$ cat src/rtl/asym_fifo_ctrl_pkg.sv
// Shared constants, helper functions and the parameter-consistency check
// for the asymmetric (narrow-write / wide-read) FIFO controller.
`define ASYM_FIFO_CTRL_CHECK_PARAMS(awa, dwa, awb, dwb) \
  if (((dwb) % (dwa)) != 0) begin : g_chk_ratio \
    $error("asym fifo ctrl: DWB must be a multiple of DWA"); \
  end \
  if ((awa) != ((awb) + asym_fifo_ctrl_pkg::log2_f((dwb) / (dwa)))) begin : g_chk_aw \
    $error("asym fifo ctrl: AWA must equal AWB + log2(DWB/DWA)"); \
  end

package asym_fifo_ctrl_pkg;

  localparam int OBUF_DEPTH = 4;
  localparam int OBUF_CW    = 3;

  function automatic int ratio_f(input int dwa, input int dwb);
    return dwb / dwa;
  endfunction

  function automatic int log2_f(input int v);
    int r;
    r = 0;
    for (int i = 0; i < 31; i++) begin
      if ((1 << i) < v) r = i + 1;
    end
    return r;
  endfunction

endpackage

$ cat src/rtl/asym_wide_rd_fifo_ctrl_if.sv
// Stream interface of the FIFO controller: narrow beats in, wide words out.
// The slave modport is the controller's view, master is the environment's.
interface asym_wide_rd_fifo_ctrl_if #(
  parameter int DWA = 4,
  parameter int DWB = 16
);
  logic           s_valid;
  logic           s_ready;
  logic [DWA-1:0] s_data;
  logic           m_valid;
  logic           m_ready;
  logic [DWB-1:0] m_data;

  modport slave (
    input  s_valid, s_data, m_ready,
    output s_ready, m_valid, m_data
  );

  modport master (
    output s_valid, s_data, m_ready,
    input  s_ready, m_valid, m_data
  );
endinterface

$ cat src/rtl/asym_fifo_obuf.sv
// Small first-word-fall-through output buffer holding wide words returned
// by the RAM; the controller's read credit keeps it from overflowing.
module asym_fifo_obuf
  import asym_fifo_ctrl_pkg::*;
#(
  parameter int DW = 16
) (
  input  logic               clk,
  input  logic               rst_n,
  input  logic               push,
  input  logic [DW-1:0]      push_data,
  input  logic               pop,
  output logic [DW-1:0]      data,
  output logic [OBUF_CW-1:0] cnt
);
  localparam int PW = log2_f(OBUF_DEPTH);

  logic [DW-1:0]         mem_reg [OBUF_DEPTH];
  logic [PW-1:0]         wr_ptr_reg;
  logic [PW-1:0]         rd_ptr_reg;
  logic [OBUF_CW-1:0]    cnt_reg;
  logic [OBUF_DEPTH-1:0] wen;

  for (genvar gi = 0; gi < OBUF_DEPTH; gi++) begin : g_wen
    assign wen[gi] = push && (wr_ptr_reg == PW'(gi));
  end

  // Entries are cleared so m_data reads 0 out of reset.
  always_ff @(posedge clk or negedge rst_n) begin
    if (!rst_n) begin
      for (int i = 0; i < OBUF_DEPTH; i++) mem_reg[i] <= '0;
    end else begin
      for (int i = 0; i < OBUF_DEPTH; i++) begin
        if (wen[i]) mem_reg[i] <= push_data;
      end
    end
  end

  always_ff @(posedge clk or negedge rst_n) begin
    if (!rst_n) begin
      wr_ptr_reg <= '0;
      rd_ptr_reg <= '0;
      cnt_reg    <= '0;
    end else begin
      if (push) wr_ptr_reg <= wr_ptr_reg + PW'(1);
      if (pop)  rd_ptr_reg <= rd_ptr_reg + PW'(1);
      cnt_reg <= cnt_reg + OBUF_CW'(push) - OBUF_CW'(pop);
    end
  end

  assign data = mem_reg[rd_ptr_reg];
  assign cnt  = cnt_reg;

endmodule

$ cat src/rtl/asym_wide_rd_fifo_ctrl.sv
// Narrow-write / wide-read FIFO controller driving a simple-dual-port RAM
// with a 2-cycle read. Optional level/almost_full outputs: ASYM_FIFO_CTRL_LEVEL_EN.
module asym_wide_rd_fifo_ctrl
  import asym_fifo_ctrl_pkg::*;
#(
  parameter int AWA = 10,
  parameter int DWA = 4,
  parameter int AWB = 8,
  parameter int DWB = 16
) (
  input  logic                    clk,
  input  logic                    rst_n,
  asym_wide_rd_fifo_ctrl_if.slave bus,
  output logic                    ram_wea,
  output logic [AWA-1:0]          ram_addra,
  output logic [DWA-1:0]          ram_dina,
  output logic                    ram_reb,
  output logic [AWB-1:0]          ram_addrb,
  input  logic [DWB-1:0]          ram_doutb
`ifdef ASYM_FIFO_CTRL_LEVEL_EN
  ,
  output logic [AWA:0]            level,
  output logic                    almost_full
`endif
);
  localparam int RATIO  = ratio_f(DWA, DWB);
  localparam int LR     = log2_f(RATIO);
  localparam int DEPTHA = 1 << AWA;

  `ASYM_FIFO_CTRL_CHECK_PARAMS(AWA, DWA, AWB, DWB)

  logic [AWA:0]       wp_reg, wp_next, wc_reg;
  logic [AWB:0]       rp_reg, rp_next;
  logic [1:0]         inflight_reg;
  logic [AWA:0]       rps, fill;
  logic [AWB:0]       avail;
  logic [OBUF_CW:0]   credit_used;
  logic [OBUF_CW-1:0] obuf_cnt;
  logic               full, accept, issue, pop;

  assign rps    = {rp_reg, {LR{1'b0}}};
  assign fill   = wp_reg - rps;
  assign full   = (fill == (AWA+1)'(DEPTHA));
  assign accept = bus.s_valid && !full;

  assign bus.s_ready = !full;
  assign ram_wea     = accept;
  assign ram_addra   = wp_reg[AWA-1:0];
  assign ram_dina    = bus.s_data;

  // Only whole wide words that the RAM has already committed are readable.
  assign avail       = wc_reg[AWA:LR] - rp_reg;
  assign credit_used = (OBUF_CW+1)'(inflight_reg[0]) + (OBUF_CW+1)'(inflight_reg[1])
                     + (OBUF_CW+1)'(obuf_cnt);
  assign issue       = (avail != '0) && (credit_used < (OBUF_CW+1)'(OBUF_DEPTH));
  assign ram_reb     = issue;
  assign ram_addrb   = rp_reg[AWB-1:0];

  assign wp_next = wp_reg + (AWA+1)'(accept);
  assign rp_next = rp_reg + (AWB+1)'(issue);

  always_ff @(posedge clk or negedge rst_n) begin
    if (!rst_n) begin
      wp_reg       <= '0;
      wc_reg       <= '0;
      rp_reg       <= '0;
      inflight_reg <= '0;
    end else begin
      wp_reg       <= wp_next;
      wc_reg       <= wp_reg;
      rp_reg       <= rp_next;
      inflight_reg <= {inflight_reg[0], issue};
    end
  end

  assign bus.m_valid = (obuf_cnt != '0);
  assign pop         = bus.m_valid && bus.m_ready;

  // Read data arrives two cycles after issue, tracked by inflight_reg[1].
  asym_fifo_obuf #(.DW(DWB)) u_obuf (
    .clk       (clk),
    .rst_n     (rst_n),
    .push      (inflight_reg[1]),
    .push_data (ram_doutb),
    .pop       (pop),
    .data      (bus.m_data),
    .cnt       (obuf_cnt)
  );

`ifdef ASYM_FIFO_CTRL_LEVEL_EN
  logic [AWA:0] level_reg, level_next;
  logic         almost_full_reg;

  assign level_next = wp_next - {rp_next, {LR{1'b0}}};

  always_ff @(posedge clk or negedge rst_n) begin
    if (!rst_n) begin
      level_reg       <= '0;
      almost_full_reg <= 1'b0;
    end else begin
      level_reg       <= level_next;
      almost_full_reg <= (level_next >= (AWA+1)'(DEPTHA - 2*RATIO));
    end
  end

  assign level       = level_reg;
  assign almost_full = almost_full_reg;
`endif

endmodule

$ cat src/flat_wrapper.sv
// flat-port wrapper written by rule: the top's interface ports become plain ports
module asym_wide_rd_fifo_ctrl_flat import asym_fifo_ctrl_pkg::*;
#(
  parameter int AWA = 10,
  parameter int DWA = 4,
  parameter int AWB = 8,
  parameter int DWB = 16
)
  (clk, rst_n, ram_wea, ram_addra, ram_dina, ram_reb, ram_addrb, ram_doutb, bus_s_valid, bus_s_data, bus_m_ready, bus_s_ready, bus_m_valid, bus_m_data);
  asym_wide_rd_fifo_ctrl_if #(.DWA(DWA), .DWB(DWB)) bus_i ();
  input  logic clk;
  input  logic rst_n;
  output logic ram_wea;
  output logic [AWA-1:0] ram_addra;
  output logic [DWA-1:0] ram_dina;
  output logic ram_reb;
  output logic [AWB-1:0] ram_addrb;
  input  logic [DWB-1:0] ram_doutb;
  input wire logic [$bits(bus_i.s_valid)-1:0] bus_s_valid;
  input wire logic [$bits(bus_i.s_data)-1:0] bus_s_data;
  input wire logic [$bits(bus_i.m_ready)-1:0] bus_m_ready;
  output wire logic [$bits(bus_i.s_ready)-1:0] bus_s_ready;
  output wire logic [$bits(bus_i.m_valid)-1:0] bus_m_valid;
  output wire logic [$bits(bus_i.m_data)-1:0] bus_m_data;
  assign bus_i.s_valid = bus_s_valid;
  assign bus_i.s_data = bus_s_data;
  assign bus_i.m_ready = bus_m_ready;
  assign bus_s_ready = bus_i.s_ready;
  assign bus_m_valid = bus_i.m_valid;
  assign bus_m_data = bus_i.m_data;
  asym_wide_rd_fifo_ctrl #(.AWA(AWA), .DWA(DWA), .AWB(AWB), .DWB(DWB)) u_core (.clk(clk), .rst_n(rst_n), .bus(bus_i), .ram_wea(ram_wea), .ram_addra(ram_addra), .ram_dina(ram_dina), .ram_reb(ram_reb), .ram_addrb(ram_addrb), .ram_doutb(ram_doutb));
endmodule
$ cat config.mk
export PLATFORM = sky130hd
export DESIGN_NAME = asym_wide_rd_fifo_ctrl_flat
export DESIGN_NICKNAME = d
export VERILOG_FILES = /design/src/rtl/asym_fifo_ctrl_pkg.sv /design/src/rtl/asym_wide_rd_fifo_ctrl_if.sv /design/src/rtl/asym_fifo_obuf.sv /design/src/rtl/asym_wide_rd_fifo_ctrl.sv /design/src/flat_wrapper.sv
export SDC_FILE = /design/constraint.sdc
export NUM_CORES = 1
export LEC_CHECK = 0
export BUFFER_PORTS_ARGS = -buffer_cell sky130_fd_sc_hd__buf_2
export CORE_MARGIN = 1.5
export CORE_UTILIZATION = 50
export CTS_CLUSTER_DIAMETER = 30
export DETAILED_ROUTE_END_ITERATION = 12
export PLACE_DENSITY = 0.82
export SETUP_SLACK_MARGIN = 0.02
export SYNTH_ARGS = -nofsm -noshare
export SYNTH_HDL_FRONTEND = slang
export SYNTH_SLANG_ARGS = --single-unit
$ cat constraint.sdc
create_clock -name clk -period 3.2 [get_ports clk]
set_input_delay 0.96 -clock clk [delete_from_list [all_inputs] [get_ports clk]]
set_output_delay 0.96 -clock clk [all_outputs]
set_load 0.02 [all_outputs]
==> results of run 1 <==
## layer usage
metal	wire length, um	up-vias
met4	173	0
met2	5174	71
met1	3762	1597
li1	-	1426
met5	0	-
met3	437	16
## logic make-up after synthesis
kind of cell               synth area share
AOI/OAI and AO/OA                   0.04139
xor gates and xnor gates            0.04684
adders and majority gates           0.07336
buffers and inverters               0.05303
DFF                                  0.5056
muxes                                0.2181
and+or+nand+nor                     0.06171
## worst min-delay path by stage
stage	endpoint	cells after the start	slack, ns	from
after floorplan	u_core.inflight_reg[1]	0	0.36	u_core.inflight_reg[0]
after global placement	u_core.inflight_reg[1]	0	0.36	u_core.inflight_reg[0]
after detailed placement	u_core.inflight_reg[1]	0	0.37	u_core.inflight_reg[0]
after CTS	u_core.inflight_reg[1]	0	0.39	u_core.inflight_reg[0]
after global routing	u_core.inflight_reg[1]	0	0.40	u_core.inflight_reg[0]
final	u_core.inflight_reg[1]	0	0.38	u_core.inflight_reg[0]
## through the flow
step / util / hold WS [ns] / TNS (ns) / area (um2) / power, mW
2_1_floorplan: - / 0.3574 / 0 / 5049 / 4.656
3_3_place_gp: 0.5498 / 0.3626 / 0 / 5374 / 5.234
3_5_place_dp: 0.5498 / 0.3665 / 0 / 5374 / 5.397
4_1_cts: 0.5821 / 0.3856 / -0.1125 / 5689 / 6.313
5_1_grt: 0.5887 / 0.3993 / -0.3846 / 5754 / 6.853
6_report: 0.5887 / 0.3818 / -0.1646 / 5754 / 6.391
## cell usage in the layout, fill, tap and decap left out, types with 2 or more instances in the layout
master,n
buf_2,53
a21oi_1,4
nand3_1,13
dfrtp_1,101
or3_1,2
a31oi_1,2
nor2_1,10
ha_1,24
nand2_1,16
a21oi_2,3
xnor2_1,18
nor3_1,3
o21a_1,3
nor2b_1,2
nand4_1,2
and3_1,2
ha_4,4
inv_2,4
mux2i_1,2
xor2_1,9
mux4_2,16
inv_6,2
buf_4,22
mux2_2,64
nor2b_4,2
nor4_1,2
clkbuf_8,9
o21ai_0,3
inv_1,11
## layout make-up
| class | count | area share |
|---|---|---|
| Timing Repair Buffer | 76 | 0.07676 |
| Sequential cell | 102 | 0.4438 |
| Multi-Input combinational cell | 227 | 0.4090 |
| Clock inverter | 6 | 0.009567 |
| Tap cell | 133 | 0.02892 |
| Clock buffer | 10 | 0.02218 |
| Inverter | 15 | 0.009785 |
## power by group
group,switching (mW),leakage [nW],internal (mW)
clock network,0.464,0.0900,0.295
logic,1.64,1.26,1.71
registers,0.400,1.23,1.88
total,2.50,2.58,3.89
## what timing repair did
item                       4_1_cts  5_1_grt
setup buffers                    7        1
resized for setup               17       11
pin swaps                       10        1
setup endpoints to repair        3        5
==> summary.md, run 1 <==
| Metric | Value |
|---|---|
| Worst reg2reg path endpoint | u_core.wp_reg[10] |
| Max rail drop VDD | 0.7097 mV |
| Power Dens Cells | 1111 nW/um2 |
| Syn. warnings | 0 |
| TritonCTS clock tree | done |
| IO Count | 66 |
| Global-route wire length before repair | 15.88 mm |
| Footprint of the multi-input gates | 2354 um2 |
| Top cells by count, synth | dfrtp_1 (102), mux2_2 (64), ha_1 (28), buf_4 (23), xnor2_1 (18) |
| Share of the synthesized area in the top cell type | 0.5056 |
| Congestion Overflow GR | 0 |
| Synth Register Bits | 102 |
| Count leader, synth | dfrtp_1 |
| Avg Inst Size Synth | 13.46 um2 |
| CP delay by family, top | compound AO/OA/AOI/OAI gates |
| # setup viols final | 2 |
| FILL cells | 810 |
| Routed WL per cell | 16.78 um |
| Initial Util | 0.5165 |
| TritonCTS buffer count | 9 |
| Crit path capture type | primary output |
| Reg2reg setup slack | 0.26 ns |
| Initial antenna violation count | 0 |
| Worst Setup EP | ram_wea |
| Hold Vio Cnt, Final | 0 |
| RSZ-0062 raised after global routing | true |
| Crit Path Class | flip-flop to primary output |
| Busiest grt layer | met2 |
| Inst Count DP | 545 |
| Ranking of synthesized cells by area | dfrtp_1 (51%), mux2_2 (14%), mux4_2 (7.1%) |
| Worst path depth | 9 |
| Post-Syn Nets | 428 |
| N_diodes | 0 |
| GRT met2 Usage | 0.3539 |
| Predominant post-synthesis flop cell | dfrtp_1 |
| Fraction of layout cells with a size suffix above 1 | 0.4518 |
| Fmax | 303.0 MHz |
| ANT nets after route | 0 |
| Final period util | 1.031 |
| Via count | 3,110 |
| Remaining DRCs | 0 |
| Nets | 484 |
| Crit path DAT | 2.34 ns |
| EDFF count, synth | 0 |
| Chip height | 103.5 um |
| Clk sink count | 102 |
| Clock Tree Root | clkbuf_8 |
| Area of the die | 10,710 um2 |
| Crit path from | u_core.rp_reg[1] |
| Worst-path cell chain | inv_2 -> ha_1 -> nor2b_4 -> o211ai_4 -> a31oi_4 -> o21a_1 -> o2111ai_2 -> and2_4 -> buf_4 |
| Worst endpoint required time | 2.24 ns |
| Failing checks | negative setup slack |
| Setup ws final | -0.09981 ns |
| FF+latch area | 2554 um2 |
| Place WS | 0.1090 ns |
| Cell Rows | 36 |
| Worst reg2reg startpoint | u_core.rp_reg[1] |
| Met1 Resource Use GR | 0.2284 |
| Detailed placement HPWL | 6.538 mm |
| Area Growth Syn to Fin | 13.98% |
| Total GRT Usage | 0.1962 |
| Normalized max-slew margin | 0.3375 |
| Layout Skew | 0.02198 ns |
| CP Launch Type | flip-flop |
| Mapped Area | 5049 um2 |
| Number of global-route vias before repair | 3,277 |
| Worst reg-to-reg path cell count | 15 |
| Worst-margin pin slew | 0.9937 ns |
| Die W | 103.5 um |
| Top cell type by total area after synthesis | dfrtp_1 |
| FFs w/ async S/R, synth | 1.000 |
| Fin crit period | 3.300 ns |
| CP bufs+invs | 2 |
| Max Cap Violations | 0 |
| Vias/cell | 5.466 |
| Worst-path clk slew | 0.10 ns |
| Leakage | 2.579 nW |
| GPL Wtd Cong | 0.8466 |
| Slowest Stage Delay on Critical Path | 0.40 ns |
| Clock Tree Buf Depth | 2 |
| Drt pass-1 iters | 4 |
| Finished Layout Cells | 569 |
| Routed WL | 9.547 mm |
| Crit-path max FO | 4 |
| Pins Over Slew Limit | 0 |
| Status | complete, but fails checks |
| Met3 usage | 0.04234 |
| I/O Buffers | 57 |
| Hold buffers post-CTS | 0 |
| Mapped Cells | 375 |
| Clk_lat worst skew | 0.38 ns |
| Max reg flops | 64 |
| Largest net degree at the start of global routing | 82 |
| Register area share after synthesis | 0.5056 |
| Post-synth cell types | 41 |
| Core box area | 9774 um2 |
| Critical path's slowest cell | dfrtp_1 |
| Worst Hold Class | flip-flop to flip-flop |
| # H-tree levels | 3 |
| DRT iter0 DRCs | 69 |
(Power assumes the default switching activity.)
==> inputs of run 2 (changes only) <==
--- a/config.mk
+++ b/config.mk
@@ -11,6 +11,7 @@
 export CTS_CLUSTER_DIAMETER = 30
 export DETAILED_ROUTE_END_ITERATION = 12
 export PLACE_DENSITY = 0.82
+export REMOVE_ABC_BUFFERS = 1
 export SETUP_SLACK_MARGIN = 0.02
 export SYNTH_ARGS = -nofsm -noshare
 export SYNTH_HDL_FRONTEND = slang
==> summary.md, run 2 (synthesis gave the netlist of run 1 again) <==
| Metric | Value |
|---|---|
| # H-tree levels | 3 (unchanged) |
| CP Launch Type | flip-flop |
| Max Cap Violations | 0 (unchanged) |
| Nets | 488 (+0.83%) |
| Clock Tree Root | clkbuf_8 |
| ANT nets after route | 0 (unchanged) |
| Finished Layout Cells | 572 (+0.53%) |
| GPL Wtd Cong | 0.8420 (-0.54%) |
| Fin crit period | 3.352 ns (+0.05174 ns) |
| Inst Count DP | 545 (unchanged) |
| Crit-path max FO | 6 (+2) |
| Critical path's slowest cell | dfrtp_1 |
| Drt pass-1 iters | 4 (unchanged) |
| Hold Vio Cnt, Final | 0 (unchanged) |
| Power Dens Cells | 1109 nW/um2 (-0.15%) |
| Chip height | 103.5 um (unchanged) |
| Failing checks | negative setup slack |
| Final period util | 1.047 (+0.01617) |
| Fraction of layout cells with a size suffix above 1 | 0.4579 (+0.006024) |
| Initial Util | 0.5165 (unchanged) |
| Crit path capture type | primary output |
| Worst-path clk slew | 0.09 ns (about the same) |
| Worst-margin pin slew | 0.8370 ns (-0.1567 ns) |
| Via count | 3,144 (+1.1%) |
| Leakage | 2.604 nW (+0.97%) |
| Setup ws final | -0.1515 ns (-0.05174 ns) |
| Max rail drop VDD | 0.8901 mV (+25%) |
| Routed WL | 9.760 mm (+2.2%) |
| Fmax | 298.4 MHz (-1.5%) |
| Congestion Overflow GR | 0 (unchanged) |
| Crit path DAT | 2.39 ns (+0.05 ns) |
| # setup viols final | 2 (unchanged) |
| IO Count | 66 (unchanged) |
| Clk_lat worst skew | 0.38 ns (about the same) |
| Max reg flops | 64 (unchanged) |
| Clock Tree Buf Depth | 2 (unchanged) |
| Number of global-route vias before repair | 3,290 (+0.40%) |
| Slowest Stage Delay on Critical Path | 0.42 ns (+0.02 ns) |
| Total GRT Usage | 0.1964 (+0.0001992) |
| Initial antenna violation count | 0 (unchanged) |
| Global-route wire length before repair | 15.79 mm (-0.56%) |
| DRT iter0 DRCs | 93 (+35%) |
| Worst endpoint required time | 2.24 ns (about the same) |
| Remaining DRCs | 0 (unchanged) |
| Layout Skew | 0.01345 ns (-0.008532 ns) |
| Normalized max-slew margin | 0.4407 (+0.1031) |
| RSZ-0062 raised after global routing | true |
| Routed WL per cell | 17.06 um (+1.7%) |
| TritonCTS buffer count | 9 (unchanged) |
| CP delay by family, top | compound AO/OA/AOI/OAI gates |
| Worst-path cell chain | inv_2 -> ha_4 -> a21oi_1 -> nor2b_1 -> a311oi_2 -> mux2i_1 -> a31oi_2 -> a21oi_2 -> buf_4 |
| TritonCTS clock tree | done |
| Area Growth Syn to Fin | 15.56% |
| Detailed placement HPWL | 6.512 mm (-0.39%) |
| N_diodes | 0 (unchanged) |
| Cell Rows | 36 (unchanged) |
| WHS | 0.3990 ns (+0.01723 ns) |
| Die W | 103.5 um (unchanged) |
| Clk sink count | 102 (unchanged) |
| Area of the die | 10,710 um2 (unchanged) |
| CP bufs+invs | 2 (unchanged) |
| Largest net degree at the start of global routing | 56 (-32%) |
| I/O Buffers | 57 (unchanged) |
| Core box area | 9774 um2 (unchanged) |
| Worst Hold Class | flip-flop to flip-flop |
| Most common cell after layout, fill and taps aside | dfrtp_1 |
| Crit Path Class | flip-flop to primary output |
| Status | complete, but fails checks |
| Vias/cell | 5.497 (+0.56%) |
| Pins Over Slew Limit | 0 (unchanged) |
| Commonest non-fill, non-tap cells in the layout | dfrtp_1 (102), mux2_2 (64), buf_2 (53), buf_4 (24), ha_1 (21) |
-- run 2: path summary, 6_finish.rpt --
check / startpoint / to / slack, ns / depth (start not counted)
max: u_core.rp_reg[3] / ram_reb / -0.15 / 9
min: u_core.inflight_reg[0] / u_core.inflight_reg[1] / 0.40 / 0
max reg2reg: u_core.rp_reg[1] / u_core.wp_reg[10] / 0.23 / 16
min reg2reg: u_core.inflight_reg[0] / u_core.inflight_reg[1] / 0.40 / 0
max in group asynchronous: rst_n / u_core.u_obuf.mem_reg[40] / 1.90 / 2
min in group asynchronous: rst_n / u_core.u_obuf.mem_reg[19] / 0.58 / 1
-- run 2: where the power goes --
part,internal (mW),total (mW),switching (mW),leakage (nW)
sequential,1.88,2.25,0.369,1.23
clock,0.292,0.754,0.462,0.0882
combinational,1.77,3.46,1.70,1.29
total,3.94,6.47,2.53,2.60
-- run 2: cell type report --
class	instances	area [um2]
clock buffers	9	123.9
clock inverters	6	53.80
fillers	775	3940
inverters	15	56.30
multi-input cells	227	2385
flip-flops and latches	102	2552
well taps	133	166.4
repair buffers	80	496.7
-- run 2: metrics by stage --
step | setup WS (ns) | utilization | TNS, ns | instance area (um2) | power, mW
detailed placement | 0.06938 | 0.5524 | 0 | 5399 | 5.432
floorplan | -0.05523 | - | -0.1018 | 4837 | 4.491
CTS | -0.1191 | 0.5942 | -0.2308 | 5808 | 6.459
global placement | 0.1818 | 0.5524 | 0 | 5399 | 5.264
global route | -0.2595 | 0.5969 | -0.5272 | 5834 | 6.922
finish | -0.1515 | 0.5969 | -0.2501 | 5834 | 6.470
-- run 2: repair_timing --
action                     4_1_cts  5_1_grt
pin swaps                       10        5
setup endpoints to repair        3        5
hold buffers                     0        0
buffers inserted                10        2
resized for setup               25        2
-- run 2: routing by layer --
metal	global-route usage	vias to the layer above	wire length, um
li1	-	1437	-
met1	0.2300	1603	3991
met2	0.3555	89	5189
met3	0.03562	15	412
met4	0.08004	0	166
met5	0	-	0
